### config.mk
export PLATFORM = sky130hd
export DESIGN_NAME = pbs_battle_seq
export DESIGN_NICKNAME = d
export VERILOG_FILES = /design/src/rtl/pbs_pkg.sv /design/src/rtl/pbs_lfsr.sv /design/src/rtl/pbs_battle_seq.sv
export SDC_FILE = /design/constraint.sdc
export NUM_CORES = 1
export LEC_CHECK = 0
export ABC_CLOCK_PERIOD_IN_PS = 8000
export CORE_MARGIN = 10
export CORE_UTILIZATION = 55
export CTS_CLUSTER_DIAMETER = 80
export CTS_CLUSTER_SIZE = 20
export DETAILED_ROUTE_END_ITERATION = 10
export PLACE_DENSITY = 0.78
export SLEW_MARGIN = 25
export SYNTH_ARGS = -nofsm -noshare
export SYNTH_HDL_FRONTEND = slang
export SYNTH_HIERARCHICAL = 1
export SYNTH_SLANG_ARGS = --single-unit
### constraint.sdc
create_clock -name clk -period 8 [get_ports clk]
set_input_delay 1.2 -clock clk [delete_from_list [all_inputs] [get_ports clk]]
set_output_delay 1.2 -clock clk [all_outputs]
set_load 0.02 [all_outputs]
### src/rtl/pbs_pkg.sv
`default_nettype none
// ============================================================================
// Module  : pbs_pkg
// Brief   : Shared types and constants for the battle sequencer.
// Revision: 1.0 - initial release
// ============================================================================
package pbs_pkg;

  typedef enum logic [2:0] {
    IDLE  = 3'd0,
    P_RES = 3'd1,
    P_APP = 3'd2,
    A_RES = 3'd3,
    A_APP = 3'd4,
    OVER  = 3'd5
  } state_t;

  localparam int          c_LFSR_W       = 16;
  // Taps 16,14,13,11 expressed as a mask over bits [15:0]
  localparam logic [15:0] c_LFSR_TAPS    = 16'hB400;
  localparam logic [15:0] c_DEF_MOVE_DMG = {4'd7, 4'd5, 4'd3, 4'd1};
  localparam logic [15:0] c_DEF_MOVE_ACC = {4'd8, 4'd11, 4'd14, 4'd15};

  function automatic logic [c_LFSR_W-1:0] lfsr_next(input logic [c_LFSR_W-1:0] i_s);
    return {i_s[c_LFSR_W-2:0], ^(i_s & c_LFSR_TAPS)};
  endfunction

endpackage
`default_nettype wire

### src/rtl/pbs_lfsr.sv
`default_nettype none
// ============================================================================
// Module  : pbs_lfsr
// Brief   : 16-bit Fibonacci LFSR with freeze control; reproducible RNG.
// Revision: 1.0 - initial release
// ============================================================================
module pbs_lfsr
  import pbs_pkg::*;
#(
  parameter logic [c_LFSR_W-1:0] SEED = 16'hACE1
) (
  input  logic                clk,
  input  logic                rst,
  input  logic                i_stop,
  output logic [c_LFSR_W-1:0] o_state
);

  logic [c_LFSR_W-1:0] r_state;

  always_ff @(posedge clk) begin
    if (rst) begin
      r_state <= SEED;
    end else if (!i_stop) begin
      r_state <= lfsr_next(r_state);
    end
  end

  assign o_state = r_state;

endmodule
`default_nettype wire

### src/rtl/pbs_battle_seq.sv
`default_nettype none
// ============================================================================
// Module  : pbs_battle_seq
// Brief   : One battle turn per start pulse: player move then AI move, with
//           table lookup, accuracy roll, saturating HP subtract, game over.
// Revision: 1.0 - initial release
// ============================================================================
module pbs_battle_seq
  import pbs_pkg::*;
#(
  parameter int                           HP_W     = 4,
  parameter int                           MOVE_W   = 2,
  parameter int                           ACC_W    = 4,
  parameter logic [HP_W*(2**MOVE_W)-1:0]  MOVE_DMG = c_DEF_MOVE_DMG,
  parameter logic [ACC_W*(2**MOVE_W)-1:0] MOVE_ACC = c_DEF_MOVE_ACC,
  parameter logic [15:0]                  SEED     = 16'hACE1
) (
  input  logic              clk,
  input  logic              rst,
  input  logic              i_start,
  input  logic              i_new_game,
  input  logic [MOVE_W-1:0] i_p_move,
  input  logic              i_sure_hit,
  input  logic              i_stop,
  output logic [HP_W-1:0]   o_p_hp,
  output logic [HP_W-1:0]   o_ai_hp,
  output logic [HP_W-1:0]   o_dmg,
  output logic [ACC_W-1:0]  o_accu,
  output logic              o_hit,
  output logic              o_busy,
  output logic              o_done,
  output logic              o_game_over,
  output logic              o_winner
);

  state_t              r_state, w_next;
  logic [MOVE_W-1:0]   r_move;
  logic [HP_W-1:0]     r_p_hp, r_ai_hp, r_dmg;
  logic [ACC_W-1:0]    r_accu;
  logic                r_hit, r_done, r_winner;

  logic [c_LFSR_W-1:0] w_lfsr;
  logic [MOVE_W-1:0]   w_move;
  logic [HP_W-1:0]     w_tbl_dmg, w_tgt_hp, w_new_hp;
  logic [ACC_W-1:0]    w_tbl_acc, w_roll;
  logic                w_tbl_hit, w_hp_zero, w_unused;

  pbs_lfsr #(.SEED(SEED)) u_lfsr (
    .clk     (clk),
    .rst     (rst),
    .i_stop  (i_stop),
    .o_state (w_lfsr)
  );

  // Only a few LFSR bits feed the move/roll; fold the rest to keep them referenced
  assign w_unused  = ^w_lfsr;

  assign w_move    = (r_state == A_RES) ? w_lfsr[MOVE_W-1:0] : r_move;
  assign w_tbl_dmg = MOVE_DMG[int'(w_move)*HP_W +: HP_W];
  assign w_tbl_acc = MOVE_ACC[int'(w_move)*ACC_W +: ACC_W];
  assign w_roll    = w_lfsr[ACC_W+7:8];
  assign w_tbl_hit = i_sure_hit | (&w_tbl_acc) | (w_roll < w_tbl_acc);

  assign w_tgt_hp  = (r_state == P_APP) ? r_ai_hp : r_p_hp;
  assign w_new_hp  = !r_hit ? w_tgt_hp : ((r_dmg >= w_tgt_hp) ? '0 : w_tgt_hp - r_dmg);
  assign w_hp_zero = (w_new_hp == '0);

  always_ff @(posedge clk) begin
    if (rst) r_state <= IDLE;
    else     r_state <= w_next;
  end

  always_comb begin
    w_next = r_state;
    case (r_state)
      IDLE:    if (!i_new_game && i_start) w_next = P_RES;
      P_RES:   w_next = P_APP;
      P_APP:   w_next = w_hp_zero ? OVER : A_RES;
      A_RES:   w_next = A_APP;
      A_APP:   w_next = w_hp_zero ? OVER : IDLE;
      OVER:    if (i_new_game) w_next = IDLE;
      default: w_next = IDLE;
    endcase
  end

  always_ff @(posedge clk) begin
    if (rst) begin
      r_move   <= '0;
      r_p_hp   <= '1;
      r_ai_hp  <= '1;
      r_dmg    <= '0;
      r_accu   <= '0;
      r_hit    <= 1'b0;
      r_done   <= 1'b0;
      r_winner <= 1'b0;
    end else begin
      r_done <= 1'b0;
      case (r_state)
        IDLE: begin
          // new_game takes priority; a coincident start is dropped
          if (i_new_game) begin
            r_p_hp  <= '1;
            r_ai_hp <= '1;
          end else if (i_start) begin
            r_move <= i_p_move;
          end
        end
        P_RES, A_RES: begin
          r_dmg  <= w_tbl_dmg;
          r_accu <= w_tbl_acc;
          r_hit  <= w_tbl_hit;
        end
        P_APP: begin
          r_ai_hp <= w_new_hp;
          if (w_hp_zero) begin
            r_winner <= 1'b0;
            r_done   <= 1'b1;
          end
        end
        A_APP: begin
          r_p_hp <= w_new_hp;
          r_done <= 1'b1;
          if (w_hp_zero) r_winner <= 1'b1;
        end
        OVER: begin
          if (i_new_game) begin
            r_p_hp  <= '1;
            r_ai_hp <= '1;
          end
        end
        default: ;
      endcase
    end
  end

  assign o_p_hp      = r_p_hp;
  assign o_ai_hp     = r_ai_hp;
  assign o_dmg       = r_dmg;
  assign o_accu      = r_accu;
  assign o_hit       = r_hit;
  assign o_done      = r_done;
  assign o_winner    = r_winner;
  assign o_game_over = (r_state == OVER);
  assign o_busy      = (r_state != IDLE) && (r_state != OVER);

endmodule
`default_nettype wire

# Word-level counts from Yosys, hierarchy flattened
# Cells that the tools add are included.
dict set report op_classes {
  mux 17
  add_sub_neg 1
  bitwise_logic 3
  order_cmp 2
  n_shift 2
  n_eq_ne 11
  n_reduce_logical 18
}
# cell count
set op_table {}
lappend op_table {{indexed part select 16 x 5 -> 4 bit (first input constant)} 2}
lappend op_table {{case mux 3 bit (6 select lines)} 1}
lappend op_table {{two-way mux 4 bit} 4}
lappend op_table {{case mux 4 bit (2 select lines)} 2}
lappend op_table {{XOR reduction 16 bit} 1}
lappend op_table {{two-way mux 3 bit} 4}
lappend op_table {{!= test 2 bit (second input constant)} 4}
lappend op_table {{equality test 3 x 2 -> 1 bit (second input constant)} 2}
lappend op_table {{equality test 3 bit (second input constant)} 2}
lappend op_table {{AND reduction 2 bit} 3}
lappend op_table {{AND reduction 3 bit} 2}
lappend op_table {{nonzero test 2 bit} 3}
lappend op_table {{greater-or-equal comparator 4 bit} 1}
lappend op_table {{logical NOT 4 bit} 1}
lappend op_table {{less-than comparator 4 bit} 1}
lappend op_table {{case mux 1 bit (2 select lines)} 2}
lappend op_table {{AND reduction 4 bit} 1}
lappend op_table {{OR reduction 2 bit} 2}
lappend op_table {{subtractor 4 bit} 1}
lappend op_table {{equality test 3 x 1 -> 1 bit (second input constant)} 1}
lappend op_table {{logical NOT 3 bit} 1}
lappend op_table {{two-way mux 1 bit} 3}
lappend op_table {{!= test 3 bit (second input constant)} 1}
lappend op_table {{nonzero test 3 bit} 1}
lappend op_table {{other kinds (6)} 8}
dict set report totals {
  output_inout_bits 21
  wordCells 64
  in_bits 8
  regBits 40
}

# Depth between registers and ports, before layout
dict set report logic_depth {
  word_depth 8
  depth_mapped 12
  ltp_nobuf 10
}

# Cells and area by module
# The synthesis kept the hierarchy.
# mod instances area_each_um2 seq_area_each_um2 cells_per_inst
set by_module_without_submodules {}
lappend by_module_without_submodules {pbs_battle_seq 1 1300.0 440.4 145}
lappend by_module_without_submodules {pbs_lfsr 1 609.3 320.3 55}

# Least setup slack after synthesis
# OpenSTA, ideal clock, no wires.
dict set report synth_timing {
  path_kind {reg2reg}
  start {register r_state[2]}
  end {register r_done (netlist: o_done)}
  required_time_ns 7.868
  t_arrival_ns 2.536
  setup_time_ns 0.132
  path_stages_with_launch 13
  slack_ns 5.332
  synth_period_minus_slack_ns 2.668
  path_buffers 2
  path_cell_list {dfxtp_1 > buf_2 > or3b_1 > buf_6 > mux2i_1 > ha_1 > fa_1 > and2b_1 > o22ai_1 > and2_4 > a32o_2 > nand4bb_1 > a21oi_1}
}
dict set report synth_between {
  elab_chain_cells 8
  word_cells_on_any_way 10
  classes_between {add/sub (1); order compare (1); eq/ne (2); mux (5); reduce/logical (1)}
}
# item line_no
set synth_lines {}
lappend synth_lines {{from (decl)} pbs_battle_seq.sv:36} ;# state_t r_state, w_next;
lappend synth_lines {{from (signal assigned)} pbs_battle_seq.sv:70} ;# else r_state <= w_next;
lappend synth_lines {{equality test 3 x 2 -> 1 bit} {pbs_battle_seq.sv:64, pbs_battle_seq.sv:98}}
lappend synth_lines {{two-way mux 4 bit} pbs_battle_seq.sv:64} ;# assign w_tgt_hp = (r_state == P_APP) ? r_ai_hp : r_p_hp;
lappend synth_lines {{subtractor 4 bit or greater-or-equal comparator 4 bit (tied branches)} pbs_battle_seq.sv:65} ;# assign w_new_hp = !r_hit ? w_tgt_hp : ((r_dmg >= w_tgt_hp) ? '0 : w_tgt_hp - r_dmg);
lappend synth_lines {{two-way mux 4 bit (2 in a row)} pbs_battle_seq.sv:65}
lappend synth_lines {{logical NOT 4 bit} pbs_battle_seq.sv:66} ;# assign w_hp_zero = (w_new_hp == '0);
lappend synth_lines {{two-way mux 1 bit} pbs_battle_seq.sv:115} ;# if (w_hp_zero) begin
lappend synth_lines {{case mux 1 bit (2 select lines) *} pbs_battle_seq.sv:98} ;# case (r_state)
lappend synth_lines {{to (signal assigned)} pbs_battle_seq.sv:97} ;# r_done <= 1'b0;
lappend synth_lines {{to (signal assigned)} pbs_battle_seq.sv:117} ;# r_done <= 1'b1;
lappend synth_lines {{to (signal assigned)} pbs_battle_seq.sv:122} ;# r_done <= 1'b1;
lappend synth_lines {{to (decl)} pbs_battle_seq.sv:40} ;# logic r_hit, r_done, r_winner;
# Every way passes the cells marked *; elsewhere a longest branch is shown, timed or not.
# A chain may end at the register's enable or synchronous reset.

# Worst setup path in the final report
dict set report layout_timing {
  start {register r_state[0]}
  end {output port o_busy}
}
dict set report layout_between {
  elab_chain_cells 2
  word_cells_on_any_way 3
  classes_between {eq/ne (1); reduce/logical (2)}
}
# item line_no
set layout_lines {}
lappend layout_lines {{!= test 3 bit or nonzero test 3 bit (tied branches)} pbs_battle_seq.sv:144} ;# assign o_busy = (r_state != IDLE) && (r_state != OVER);
lappend layout_lines {{logical AND 1 bit *} pbs_battle_seq.sv:144}
lappend layout_lines {{to (decl)} pbs_battle_seq.sv:30} ;# output logic o_busy,
# Marks and branches as above.

==> results_dict.tcl <==
set metrics [dict create \
    crit_slowest_cell "nor2b_1" \
    multi_input_area_um2 1010 \
    outcome "completed" \
    routed_wl_um 3850 \
    io_buffers 27 \
    critPathArrivalTime_ps 2430 \
    maxCapViolCount 0 \
    setup_viol 0 \
    grt_pass1_wl_um 6830 \
    crit_fanout 13 \
    drc 0 \
    cts.sinks 38 \
    drt_iter0_drc 152 \
    die_w_um 78.9 \
    vias_per_cell 5.29 \
    drv_slew 0 \
    avgSynthCellArea_um2 9.55 \
    syn_nets 214 \
    gp_congestion 0.866 \
    pwr_density_cell_nw_per_um2 181 \
    synth_cell_types 52 \
    grt_antenna_before_repair 0 \
    crit_required_ps 6800 \
    fillers 305 \
    vdd_drop_max_mv 0.138 \
    ioPinCount 29 \
    tightestPinTransition_ps 958 \
    root_buffer "clkbuf_4" \
    drive_above_1_share_pct 9.78 \
    synth_seq_cells 38 \
    synth-edff-count 0 \
    antenna_left 0 \
    slew-limit-headroom_pct 36.0 \
    clockBufferDepth 2 \
    die-area_um2 6230 \
    crit_chain "nor2b_1, nor3_1, inv_1, clkdlybuf4s50_1" \
    hold_viol 0 \
    wl_per_cell_um 14.2 \
    worst_setup_path_start_kind "flip-flop" \
    yosysWarnings 6 \
    cts_setup_buffers 0 \
    async_flop_share_pct 0 \
    holdBufCountCts 0 \
    insertion_delay_ps 330 \
    cp-end-kind "primary output" \
    clk_pin_slew_ps 120 \
    min_path_type "reg2reg" \
    cts_buffers 5 \
    synth-main-ff-cell "dfxtp_1" \
    cellLeakagePower_nw 0.964 \
    skew_ps 5.46 \
    fin_crit_sh_pct 45.4 \
    htree_num_levels 2 \
    grt_pass1_vias 1438 \
    n_antenna_cell 0 \
    grt_overflow 0 \
    die_h_um 78.9 \
    rsz0062_at_grt "false" \
    fin_crit_ps 3630 \
    yosysSeqAreaShare_pct 39.8 \
    syn_inst 200 \
    firstDrtPassIters 4 \
    register_area_um2 761 \
    syn_area_um2 1910 \
    setup_tns_ps 0 \
    r2r_setup_slack_ps 4890 \
    fmax_ghz 0.275 \
    layout.nets 238 \
    grt_usage_pct 13.5 \
    placed_area_um2 2150 \
    vias 1434 \
    rows 21 \
    critPathMaxStageDelay_ps 790 \
    final_area_um2 2230 \
    hpwl_um 2900 \
    start_util_pct 57.2 \
    cts_tree "built" \
    worstSetupPathType "reg2out" \
    final_util_pct 66.9 \
    holdWs_ps 494 \
    syn2layout_area_growth_pct 16.8 \
    post_cts_resized 0 \
    coreArea_um2 3340 \
    grt_max_degree 33 \
]
cells in the mapped netlist, types with 2 or more instances:
master,instances,area (um2)
dfxtp_1,38,761
ha_1,5,62.6
nor2_1,25,93.8
a211oi_1,4,30.0
nand2b_1,8,50.1
inv_1,13,48.8
nand2_1,16,60.1
and2b_1,2,15.0
a21oi_1,5,25.0
nor2b_1,3,18.8
buf_6,2,22.5
o22ai_1,8,50.1
mux2i_1,23,230
o2bb2ai_1,2,17.5
buf_4,3,22.5
nor3_1,2,10.0
xnor2_1,5,43.8
clkbuf_1,2,7.51
kinds of logic (layout without fill, tap and decap cells):
family                   Yosys count  in the layout  synth area share (%)
AO/OA/AOI/OAI                     31             31                  12.8
multiplexers                      26             26                  14.5
AND/OR/NAND/NOR                   69             69                  18.6
buffers and inverters             24             49                  7.34
other                              1              1                 0.196
XOR/XNOR                           5              5                  2.29
flip-flops                        38             38                  39.8
adder cells (fa/ha/maj)            6              6                  4.33
cell usage in the layout (no fill, tap or decap), types with 3 or more instances in the layout:
cell / n
dfxtp_1: 38
clkdlybuf4s50_1: 27
nor2_1: 25
mux2i_1: 23
nand2_1: 16
inv_1: 13
o22ai_1: 8
nand2b_1: 8
xnor2_1: 5
a21oi_1: 5
ha_1: 5
clkbuf_4: 5
a211oi_1: 4
nor2b_1: 3
metal layers:
metal	share of wire (%)	global-route usage, %
met1	49	17.9
met2	45	19.2
met3	6.2	6.31
met4	0.49	3.23
met5	0	0
per-stage QoR:
stage,setup slack [ps],std cells,power (mW)
floorplan,5330,200,0.262
global placement,4880,263,0.278
detailed placement,4760,263,0.281
CTS,4370,271,0.407
global route,4130,271,0.429
finish,4370,271,0.403
final cells by class:
class / count / area share (%)
Tap cell: 46 / 2.58
Clock inverter: 3 / 1.79
Timing Repair Buffer: 28 / 12.5
Sequential cell: 38 / 34.1
Multi-Input combinational cell: 138 / 45.2
Clock buffer: 5 / 1.68
Inverter: 13 / 2.19
final timing paths:
check / startpoint / endpoint / cells past startpoint
setup / recovery: r_state[0]$_SDFFE_PP0P_ / o_busy / 4
hold / removal: u_lfsr/o_state[5]$_SDFFE_PP1N_ / u_lfsr/o_state[5]$_SDFFE_PP1N_ / 2
setup reg to reg: r_state[1]$_SDFFE_PP0P_ / r_state[2]$_SDFFE_PP0P_ / 10
hold reg to reg: u_lfsr/o_state[5]$_SDFFE_PP1N_ / u_lfsr/o_state[5]$_SDFFE_PP1N_ / 2
worst max-delay path: cells and delay by family (launching register included):
kind | cells | cell delay [ps]
buffers and inverters | 2 | 720
flip-flops | 1 | 440
AND/OR/NAND/NOR | 2 | 950
flip-flops by register name, indices dropped and copies added (netlist names):
signal,flops
o_ai_hp,4
u_lfsr/o_state,16
o_dmg,3
r_state,3
o_accu,3
o_p_hp,4
o_winner,1
r_move,2
o_hit,1
o_done,1
power breakdown:
group          total (mW)  switching, mW  internal [mW]
Sequential          0.209        0.00954          0.199
Combinational      0.0673         0.0358         0.0315
Clock               0.127         0.0624         0.0648
Total               0.403          0.108          0.296
No activity file was read; power rests on OpenSTA's default activity.
